$ cat src/rtl/mac_pkg.sv
// Shared MAC definitions: framer state encoding and Ethernet framing/CRC constants.
package mac_pkg;

  typedef enum logic [2:0] {
    ST_IDLE,
    ST_PREAMBLE,
    ST_SFD,
    ST_DATA,
    ST_PAD,
    ST_FCS,
    ST_IFG
  } tx_state_e;

  localparam logic [7:0]  C_PREAMBLE     = 8'h55;
  localparam logic [7:0]  C_SFD          = 8'hD5;
  localparam logic [31:0] C_CRC_INIT     = 32'hFFFF_FFFF;
  localparam logic [31:0] C_CRC_POLY_REF = 32'hEDB8_8320;

endpackage

$ cat src/rtl/crc32_d8.sv
// Combinational IEEE 802.3 CRC-32 step over one byte (reflected, LSB first).
module crc32_d8
  import mac_pkg::*;
(
  input  logic [31:0] i_crc,
  input  logic [7:0]  i_data,
  output logic [31:0] o_crc
);

  logic [31:0] c;

  always_comb begin
    c = i_crc ^ {24'h0, i_data};
    for (int i = 0; i < 8; i++)
      c = c[0] ? ((c >> 1) ^ C_CRC_POLY_REF) : (c >> 1);
    o_crc = c;
  end

endmodule

$ cat src/rtl/mac_tx_framer.sv
// GMII transmit framer: preamble/SFD, payload, optional zero pad, FCS, IFG.
// Zero padding to P_MIN_LEN is built only when MAC_TX_PAD_EN is defined.
module mac_tx_framer
  import mac_pkg::*;
#(
  parameter int P_IFG = 12
`ifdef MAC_TX_PAD_EN
  , parameter int P_MIN_LEN = 60
`endif
) (
  input  logic       i_udp_stack_clk,
  input  logic       i_rst_n,
  input  logic [7:0] i_send_data,
  input  logic       i_send_valid,
  input  logic       i_send_last,
  output logic       o_send_ready,
  output logic [7:0] o_GMII_data,
  output logic       o_GMII_valid,
  output logic       o_busy,
  output logic       o_underrun
);

  tx_state_e   state_q, state_d;
  logic [7:0]  cnt_q, cnt_d;
  logic [31:0] crc_q, crc_d;
  logic [7:0]  gmii_data_q, gmii_data_d;
  logic        gmii_valid_q, gmii_valid_d;
  logic        underrun_q, underrun_d;

  logic [7:0]  crc_in;
  logic [31:0] crc_nxt;
  logic [31:0] crc_inv;
  logic        accept;

  assign accept  = ((state_q == ST_SFD) || (state_q == ST_DATA)) && i_send_valid;
  assign crc_in  = (state_q == ST_PAD) ? 8'h00 : i_send_data;
  assign crc_inv = ~crc_q;

  crc32_d8 u_crc (
    .i_crc  (crc_q),
    .i_data (crc_in),
    .o_crc  (crc_nxt)
  );

`ifdef MAC_TX_PAD_EN
  logic [15:0] byte_cnt_q, byte_cnt_d;
  logic [15:0] byte_inc;
  logic        short_frame;

  assign byte_inc    = (byte_cnt_q == 16'hFFFF) ? byte_cnt_q : byte_cnt_q + 16'd1;
  assign short_frame = (32'(byte_inc) < 32'(P_MIN_LEN));

  always_comb begin
    byte_cnt_d = byte_cnt_q;
    if (state_q == ST_IDLE)
      byte_cnt_d = 16'd0;
    else if (accept || (state_q == ST_PAD))
      byte_cnt_d = byte_inc;
  end

  always_ff @(posedge i_udp_stack_clk) begin
    if (!i_rst_n) byte_cnt_q <= 16'd0;
    else          byte_cnt_q <= byte_cnt_d;
  end
`endif

  always_ff @(posedge i_udp_stack_clk) begin
    if (!i_rst_n) state_q <= ST_IDLE;
    else          state_q <= state_d;
  end

  always_comb begin
    state_d = state_q;
    case (state_q)
      ST_IDLE:     if (i_send_valid) state_d = ST_PREAMBLE;
      ST_PREAMBLE: if (cnt_q == 8'd6) state_d = ST_SFD;
      ST_SFD, ST_DATA: begin
        if (!i_send_valid)
          state_d = ST_IFG;
        else if (i_send_last)
`ifdef MAC_TX_PAD_EN
          state_d = short_frame ? ST_PAD : ST_FCS;
`else
          state_d = ST_FCS;
`endif
        else
          state_d = ST_DATA;
      end
`ifdef MAC_TX_PAD_EN
      ST_PAD:      if (!short_frame) state_d = ST_FCS;
`endif
      ST_FCS:      if (cnt_q == 8'd3) state_d = ST_IFG;
      ST_IFG:      if (cnt_q == 8'(P_IFG - 1)) state_d = ST_IDLE;
      default:     state_d = ST_IDLE;
    endcase
  end

  // GMII register is loaded with the byte for the state being entered, so the
  // preamble leaves one cycle after valid is sampled and data has one cycle of latency.
  always_comb begin
    gmii_data_d  = 8'h00;
    gmii_valid_d = 1'b0;
    underrun_d   = 1'b0;
    crc_d        = crc_q;
    cnt_d        = (state_d != state_q) ? 8'd0 : cnt_q + 8'd1;
    case (state_q)
      ST_IDLE: if (i_send_valid) begin
        gmii_data_d  = C_PREAMBLE;
        gmii_valid_d = 1'b1;
        crc_d        = C_CRC_INIT;
      end
      ST_PREAMBLE: begin
        gmii_data_d  = (cnt_q == 8'd6) ? C_SFD : C_PREAMBLE;
        gmii_valid_d = 1'b1;
      end
      ST_SFD, ST_DATA: begin
        if (i_send_valid) begin
          gmii_data_d  = i_send_data;
          gmii_valid_d = 1'b1;
          crc_d        = crc_nxt;
        end else begin
          underrun_d   = 1'b1;
        end
      end
      ST_PAD: begin
        gmii_valid_d = 1'b1;
        crc_d        = crc_nxt;
      end
      ST_FCS: begin
        gmii_data_d  = crc_inv[{cnt_q[1:0], 3'b000} +: 8];
        gmii_valid_d = 1'b1;
      end
      default: ;
    endcase
  end

  always_ff @(posedge i_udp_stack_clk) begin
    if (!i_rst_n) begin
      cnt_q        <= 8'd0;
      crc_q        <= C_CRC_INIT;
      gmii_data_q  <= 8'h00;
      gmii_valid_q <= 1'b0;
      underrun_q   <= 1'b0;
    end else begin
      cnt_q        <= cnt_d;
      crc_q        <= crc_d;
      gmii_data_q  <= gmii_data_d;
      gmii_valid_q <= gmii_valid_d;
      underrun_q   <= underrun_d;
    end
  end

  assign o_send_ready = (state_q == ST_SFD) || (state_q == ST_DATA);
  assign o_busy       = (state_q != ST_IDLE);
  assign o_GMII_data  = gmii_data_q;
  assign o_GMII_valid = gmii_valid_q;
  assign o_underrun   = underrun_q;

endmodule

$ cat config.mk
export PLATFORM = sky130hd
export DESIGN_NAME = mac_tx_framer
export DESIGN_NICKNAME = d
export VERILOG_FILES = /design/src/rtl/mac_pkg.sv /design/src/rtl/crc32_d8.sv /design/src/rtl/mac_tx_framer.sv
export SDC_FILE = /design/constraint.sdc
export NUM_CORES = 1
export LEC_CHECK = 0
export CAP_MARGIN = 20
export CELL_PAD_IN_SITES_DETAIL_PLACEMENT = 1
export CELL_PAD_IN_SITES_GLOBAL_PLACEMENT = 1
export CORE_MARGIN = 2
export CORE_UTILIZATION = 47
export DETAILED_ROUTE_END_ITERATION = 8
export GPL_TIMING_DRIVEN = 0
export PLACE_DENSITY_LB_ADDON = 0.3
export SLEW_MARGIN = 10
export SYNTH_ARGS = -nofsm -noshare
export SYNTH_HDL_FRONTEND = slang
export SYNTH_SLANG_ARGS = --single-unit
$ cat constraint.sdc
create_clock -name i_udp_stack_clk -period 3.1 [get_ports i_udp_stack_clk]
set_input_delay 0.62 -clock i_udp_stack_clk [delete_from_list [all_inputs] [get_ports i_udp_stack_clk]]
set_output_delay 0.62 -clock i_udp_stack_clk [all_outputs]
set_load 0.01 [all_outputs]
==> results of run 1 <==
worst max-delay path: cells and delay by family, from the launching register on:
| family | cells | cell delay (ps) |
|---|---|---|
| simple gates | 4 | 1110 |
| flops | 1 | 390 |
| compound gates | 1 | 180 |
| buf+inv | 3 | 1090 |
placed cells by master, fill, tap and decap left out, types with 7 or more instances in the layout:
master,n
nor2_1,19
nand2_1,35
nor3_1,9
clkdlybuf4s50_1,21
xor3_1,9
o22ai_1,17
mux4_2,8
xnor2_1,35
dfxtp_1,53
xnor3_1,9
clkbuf_8,7
xor2_1,27
clkbuf_1,13
o22a_1,14
worst paths after layout:
path	slack (ps)	to	cells after the start
worst max-delay path	270	crc_q[7]$_SDFFE_PN1P_	8
worst min-delay path	530	crc_q[16]$_SDFFE_PN1P_	1
worst max register to register	270	crc_q[7]$_SDFFE_PN1P_	8
worst min register to register	530	crc_q[16]$_SDFFE_PN1P_	1
per-layer routing:
layer	track usage (%)	share of wire [%]
met1	32.76	46
met2	40.15	48
met3	3.770	4.3
met4	7.133	2.1
met5	0	0
cells by family after synthesis:
kind of cell | synth area share, %
buffers and inverters | 3.013
DFF | 32.34
and+or+nand+nor | 14.04
AOI/OAI and AO/OA | 12.09
xor gates and xnor gates | 32.27
muxes | 5.492
adders and majority gates | 0.7627
stage by stage:
| stage | TNS, ps | total power, W | setup slack (ps) |
|---|---|---|---|
| 3_3_place_gp | 0 | 0.001016 | 29.68 |
| 3_5_place_dp | -94.53 | 0.001028 | -21.88 |
| 4_1_cts | 0 | 0.001457 | 143.6 |
| 2_1_floorplan | 0 | 0.0009428 | 743.4 |
| 5_1_grt | 0 | 0.001505 | 21.33 |
| 6_report | 0 | 0.001452 | 271.9 |
repair_timing:
action / 4_1_cts / 5_1_grt
gates resized for setup: 0 / 1
hold buffers: 0 / 0
setup endpoints to repair: 0 / 2
registers in the layout, summed over array words and instances, names as in the netlist:
name and flops:
crc_q 32, cnt_q 8, o_GMII_data 8, state_q 3, o_GMII_valid 1, o_underrun 1
cell type report:
class	count	area, sq um
fill	759	3059
timing repair buffer	21	210.2
buffer	17	80.08
tap	80	100.1
clock buffer	7	96.34
inverter	5	18.77
multi-input combinational	245	2126
clock inverter	1	5.005
sequential	53	1061
Yosys cell counts (2+ instances only):
cell	n	share of area [%]
nand2b_1	3	0.57
inv_1	5	0.57
or3_1	4	0.76
xnor3_1	9	6.2
o21ai_1	2	0.31
xor2_4	2	1.7
dfxtp_1	53	32
o21ai_0	6	0.92
o22ai_1	17	3.2
nor3b_1	2	0.46
nor2b_1	6	1.1
mux4_2	8	5.5
xnor2_1	35	9.3
nand2_1	35	4.0
a31oi_1	6	1.1
o22a_1	14	3.7
nor3_1	9	1.4
ha_1	2	0.76
nand3_1	5	0.76
xor2_1	27	7.2
clkbuf_1	13	1.5
and2_1	3	0.57
xor3_1	9	6.5
a21oi_1	5	0.76
nor2_1	19	2.2
buf_6	2	0.69
nand3b_1	2	0.46
and3_1	3	0.57
power groups by stage:
stage	clock network [W]	logic (W)	registers, W
6_report	0.000438	0.000319	0.000694
5_1_grt	0.000469	0.000341	0.000695
4_1_cts	0.000444	0.000319	0.000694
3_5_place_dp	0	0.000318	0.000710
3_3_place_gp	0	0.000307	0.000710
2_1_floorplan	0	0.000232	0.000711
==> results by group, run 1 <==
Timing
  • Fmax: 353.6 MHz
  • RSZ-0062 raised after global routing: false
  • Max Slew Vio Count: 0
  • Slew HR: 35.30%
  • Slew @ Worst Pin: 970.4 ps
  • Final setup fails: 0
  • Clk_skew: 6.736 ps
  • Final Hold Fails: 0
  • Hold WS: 532.1 ps
  • Final Critical Period: 2828 ps
  • Tcrit/Tclk final: 91.23%

Power and ir drop
  • Clk pwr share: 30.2%
  • Leak: 1.344 nW
  • Switching Share: 27.56%
  • Gate power share: 22.0%
  • Psw: 0.0004000 W
  • Power Density: 392.6 mW/mm^2
  • Total internal power: 0.001052 W
  • Reg power frac: 47.8%
  • Maximum vdd drop: 0.1546 mV

Finish
  • Non-Filler Instances: 429
  • Layout cells sized above 1: 7.736%
  • Core Util, Final: 54.72%
  • Finished Cell Area: 0.003697 sq mm
  • Layout Nets: 362
  • Syn-to-layout area delta: 12.70%
  • ANT cells: 0

Placed design
  • PortBufs: 21
  • DP Area: 0.003591 sq mm
  • GPL Wtd Cong: 0.8196
  • Cells after DPL: 421
  • Post-DP HPWL: 6631 microns

Yosys
  • Async set-reset flop share out of synthesis: 0%
  • Mapped Area: 0.003281 sq mm
  • Syn_area_per_cell: 10.25 sq um
  • FF+latch count, synth: 53
  • Post-synth top flop: dfxtp_1
  • Sequential area share after synthesis: 32.34%
  • Yosys cell types: 42
  • Cell count after synthesis: 320
  • EDFF count, synth: 0
  • Syn Nets: 334
  • Ys Warns: 0

CTS
  • Clk root buf: clkbuf_8
  • Clk Latency, worst-skew pair: 310 ps
  • Clk sinks: 53
  • CTS tree: built
  • Clock Path Buffers: 2
  • Num CTS Buffers: 5
  • H-tree levels: 2
  • Worst-path clk slew: 100 ps
  • Postcts setup bufs: 0

Floorplan
  • Num ports: 24
  • Die Y: 87.55 microns
  • FP Rows: 30
  • Initial Util: 48.56%
  • Die ar.: 0.007664 sq mm
  • Chip width: 87.55 microns
  • Core Footprint: 0.006756 sq mm

Status
  • Run status: completed

GRT
  • Global-route wire length before repair: 13790 microns
  • Gr ovfl total: 0
  • Vias in the first global route: 2532
  • Initial antenna violation count: 0
  • Largest net degree at the start of global routing: 16
  • Total GRT Usage: 24.18%

Drt
  • Drt total wl: 8709 microns
  • Wirelength per Cell: 20.30 microns
  • First drt pass iteration count: 4
  • # DRC: 0
  • Detailed Route Iter0 Violations: 135
  • Antenna Violating Nets Remaining: 0
  • Vias: 2524
  • Via density: 5.883

Critical path
  • Most used cell, CP: clkbuf_1
  • WP data arrival: 3080 ps
  • Critical path type: flop to flop
  • R2R Path Start: state_q[2]$_SDFF_PN0_
  • Startpoint Class: flop
  • Worst stage delay on the critical path: 620 ps
  • Critical-path cell list: clkbuf_1, nor2b_1, and2_1, clkbuf_1, nor2_1, clkbuf_1, o22ai_1, nand2_1
  • CP Capture Type: flop
  • Worst EP required: 3350 ps
  • Crit path launch: state_q[2]$_SDFF_PN0_
  • CP max FO: 10
  • Max stage delay cell, worst path: nor2_1

Min path
  • Min-delay src: crc_q[16]$_SDFFE_PN1P_
  • Worst Hold Class: flop to flop

Job
  • Max cap viols: 0
Note: power is estimated with default switching activity, not from simulation.
==> run 2, diff against run 1 <==
Settings changed: ABC_AREA from default to 1, CORE_UTILIZATION 47 to 42.
==> results by group, run 2 <==
CTS
  • Post-CTS Hold Fix Bufs: 0
  • Clk root buf: clkbuf_8
  • Clk Latency, worst-skew pair: 320 ps
  • Postcts setup bufs: 0
  • Clk sinks: 53
  • CTS tree: built
  • H-tree levels: 2
  • Post-CTS sizing: 0
  • Num CTS Buffers: 5
  • Worst-path clk slew: 120 ps
  • Clock Path Buffers: 2

Yosys
  • FF+latch count, synth: 53
  • Mapped Area: 0.003654 sq mm
  • Synth top cells by count: nand2_1, nand3_1, dfxtp_1
  • Synth area leader: dfxtp_1
  • Async set-reset flop share out of synthesis: 0%
  • Yosys cell types: 34
  • Ys Warns: 0
  • Ranking of synthesized cells by area: dfxtp_1, nand2_1, nand3_1, a21oi_1, nand2_2
  • Sequential area share after synthesis: 29.04%
  • Post-synth top flop: dfxtp_1
  • EDFF count, synth: 0
  • Cell count after synthesis: 581
  • Syn Nets: 595
  • Syn_area_per_cell: 6.288 sq um
  • Most common cell in the netlist: nand2_1
  • Top cell type's share of synthesized area: 29.04%

Timing
  • Fmax: 445.4 MHz
  • Max Slew Vio Count: 0
  • Clk_skew: 10.16 ps
  • Final Critical Period: 2245 ps
  • Final setup fails: 0
  • Slew @ Worst Pin: 714.5 ps
  • Slew HR: 52.37%
  • Final Hold Fails: 0
  • Setup TNS: 0 ps
  • RSZ-0062 raised after global routing: false
  • Tcrit/Tclk final: 72.42%

Finish
  • Layout cells sized above 1: 10.46%
  • Filler cells: 1209
  • ANT cells: 0
  • Most frequent cells in the layout: nand2_1, nand3_1, dfxtp_1
  • Biggest register: crc_q
  • Core Util, Final: 47.87%
  • Leading cell type in the layout, fill and taps excluded: nand2_1
  • Layout Nets: 625
  • Max reg flops: 32
  • Syn-to-layout area delta: 12.60%

Critical path
  • Reg-to-reg endpoint: cnt_q[5]$_SDFF_PP0_
  • Startpoint Class: flop
  • CP max FO: 8
  • Worst-case reg-to-reg path depth: 8
  • Critical path type: flop to primary output
  • Flop-to-flop setup slack: 860 ps
  • R2R Path Start: cnt_q[0]$_SDFF_PP0_
  • CP Capture Type: primary output
  • WP data arrival: 1630 ps
  • Worst EP required: 2480 ps

Drt
  • Vias: 4211
  • Antenna Violating Nets Remaining: 0
  • Via density: 5.849
  • Drt total wl: 13680 microns
  • Detailed Route Iter0 Violations: 267
  • # DRC: 0
  • First drt pass iteration count: 5
  • Wirelength per Cell: 19.00 microns

Job
  • Max cap viols: 0

Floorplan
  • Chip width: 97.27 microns
  • Die Y: 97.27 microns
  • Die ar.: 0.009460 sq mm
  • Initial Util: 42.52%
  • FP Rows: 34
  • Core Footprint: 0.008593 sq mm
  • Num ports: 24

Min path
  • WHS Path Cells: 2
  • Worst Hold Class: flop to flop
  • Hold endpoint: crc_q[24]$_SDFFE_PN1P_
  • Min-delay src: crc_q[24]$_SDFFE_PN1P_

Power and ir drop
  • Maximum vdd drop: 0.1945 mV
  • Power Density: 409.0 mW/mm^2
  • Leak: 1.882 nW

GRT
  • Initial antenna violation count: 0
  • Vias in the first global route: 4327
  • Largest net degree at the start of global routing: 19
  • Total GRT Usage: 28.90%
  • Gr ovfl total: 0
  • Global-route wire length before repair: 21890 microns

Placed design
  • GPL Wtd Cong: 0.9667
  • PortBufs: 23
  • Post-DP HPWL: 10430 microns

Status
  • Run status: completed
==> run 2: changes by cell type in the layout (fill, tap and decap cells not counted), sizes merged, moves of 18 or more <==
cell | previous run | this run
inv | 5 | 43
a21oi | 5 | 39
nand3 | 5 | 76
o21ai | 8 | 26
xnor2 | 37 | 1
nand2 | 35 | 233
==> run 2: final cells by class <==
class | instances | area (sq um) | area share [%]
Inverter | 44 | 165.2 | 4.015
Timing Repair Buffer | 23 | 230.2 | 5.596
Clock inverter | 3 | 26.28 | 0.6387
Sequential cell | 53 | 1061 | 25.79
Multi-Input combinational cell | 467 | 2340 | 56.87
Clock buffer | 5 | 68.82 | 1.673
Tap cell | 108 | 135.1 | 3.285
Buffer | 17 | 87.58 | 2.129
==> run 2: worst max path at each step <==
stage / start / to / slack, ps / cells after the start
after global routing: cnt_q[0]$_SDFF_PP0_ / cnt_q[4]$_SDFF_PP0_ / 580 / 8
final: state_q[2]$_SDFF_PN0_ / o_busy / 850 / 4
after global placement: i_send_data[0] / crc_q[23]$_SDFFE_PN1P_ / 630 / 12
after floorplan: cnt_q[0]$_SDFF_PP0_ / cnt_q[0]$_SDFF_PP0_ / 1450 / 8
after CTS: state_q[2]$_SDFF_PN0_ / o_busy / 850 / 4
after detailed placement: i_send_data[0] / crc_q[23]$_SDFFE_PN1P_ / 590 / 12
==> run 2: metrics by stage <==
step                      hold slack, ps  worst slack, ps  instances  instance area, sq um  total power [W]
after floorplan                    440.7             1453        581                  3654         0.001074
after global placement             454.4            627.3        712                  4019         0.001212
after detailed placement           463.3            594.2        712                  4019         0.001237
after CTS                          490.3            845.6        720                  4114         0.001669
after global routing               515.3            576.4        720                  4114         0.001765
final                              485.8            854.9        720                  4114         0.001682
==> run 2: report_power, final <==
group,switching (W),internal (W)
Clock,0.000278,0.000165
Combinational,0.000347,0.000152
Sequential,0.0000288,0.000712
==> run 2: cell families (layout without fill, tap and decap cells) <==
| logic type | after synthesis | after routing | synth area share (%) |
|---|---|---|---|
| AO/OA/AOI/OAI | 94 | 94 | 14.80 |
| XOR/XNOR | 20 | 20 | 4.795 |
| adder cells (fa/ha/maj) | 2 | 2 | 0.6848 |
| buffers and inverters | 61 | 92 | 6.918 |
| flip-flops | 53 | 53 | 29.04 |
| AND/OR/NAND/NOR | 351 | 351 | 43.77 |
==> run 2: per-layer routing <==
| layer | vias up | wire length (microns) | share of wire, % | GRT usage, % |
|---|---|---|---|---|
| li1 | 1972 | - | - | - |
| met1 | 2034 | 5859 | 43 | 36.22 |
| met2 | 163 | 6528 | 48 | 49.57 |
| met3 | 42 | 906 | 6.6 | 5.324 |
| met4 | 0 | 383 | 2.8 | 10.68 |
| met5 | - | 0 | 0 | 0 |
==> run 2: critical path, stage by stage, from the launching register on <==
cell             delay (ps)
dfxtp_1                 320
buf_2                   210
inv_1                   120
nand2_1                 110
clkdlybuf4s50_1         540
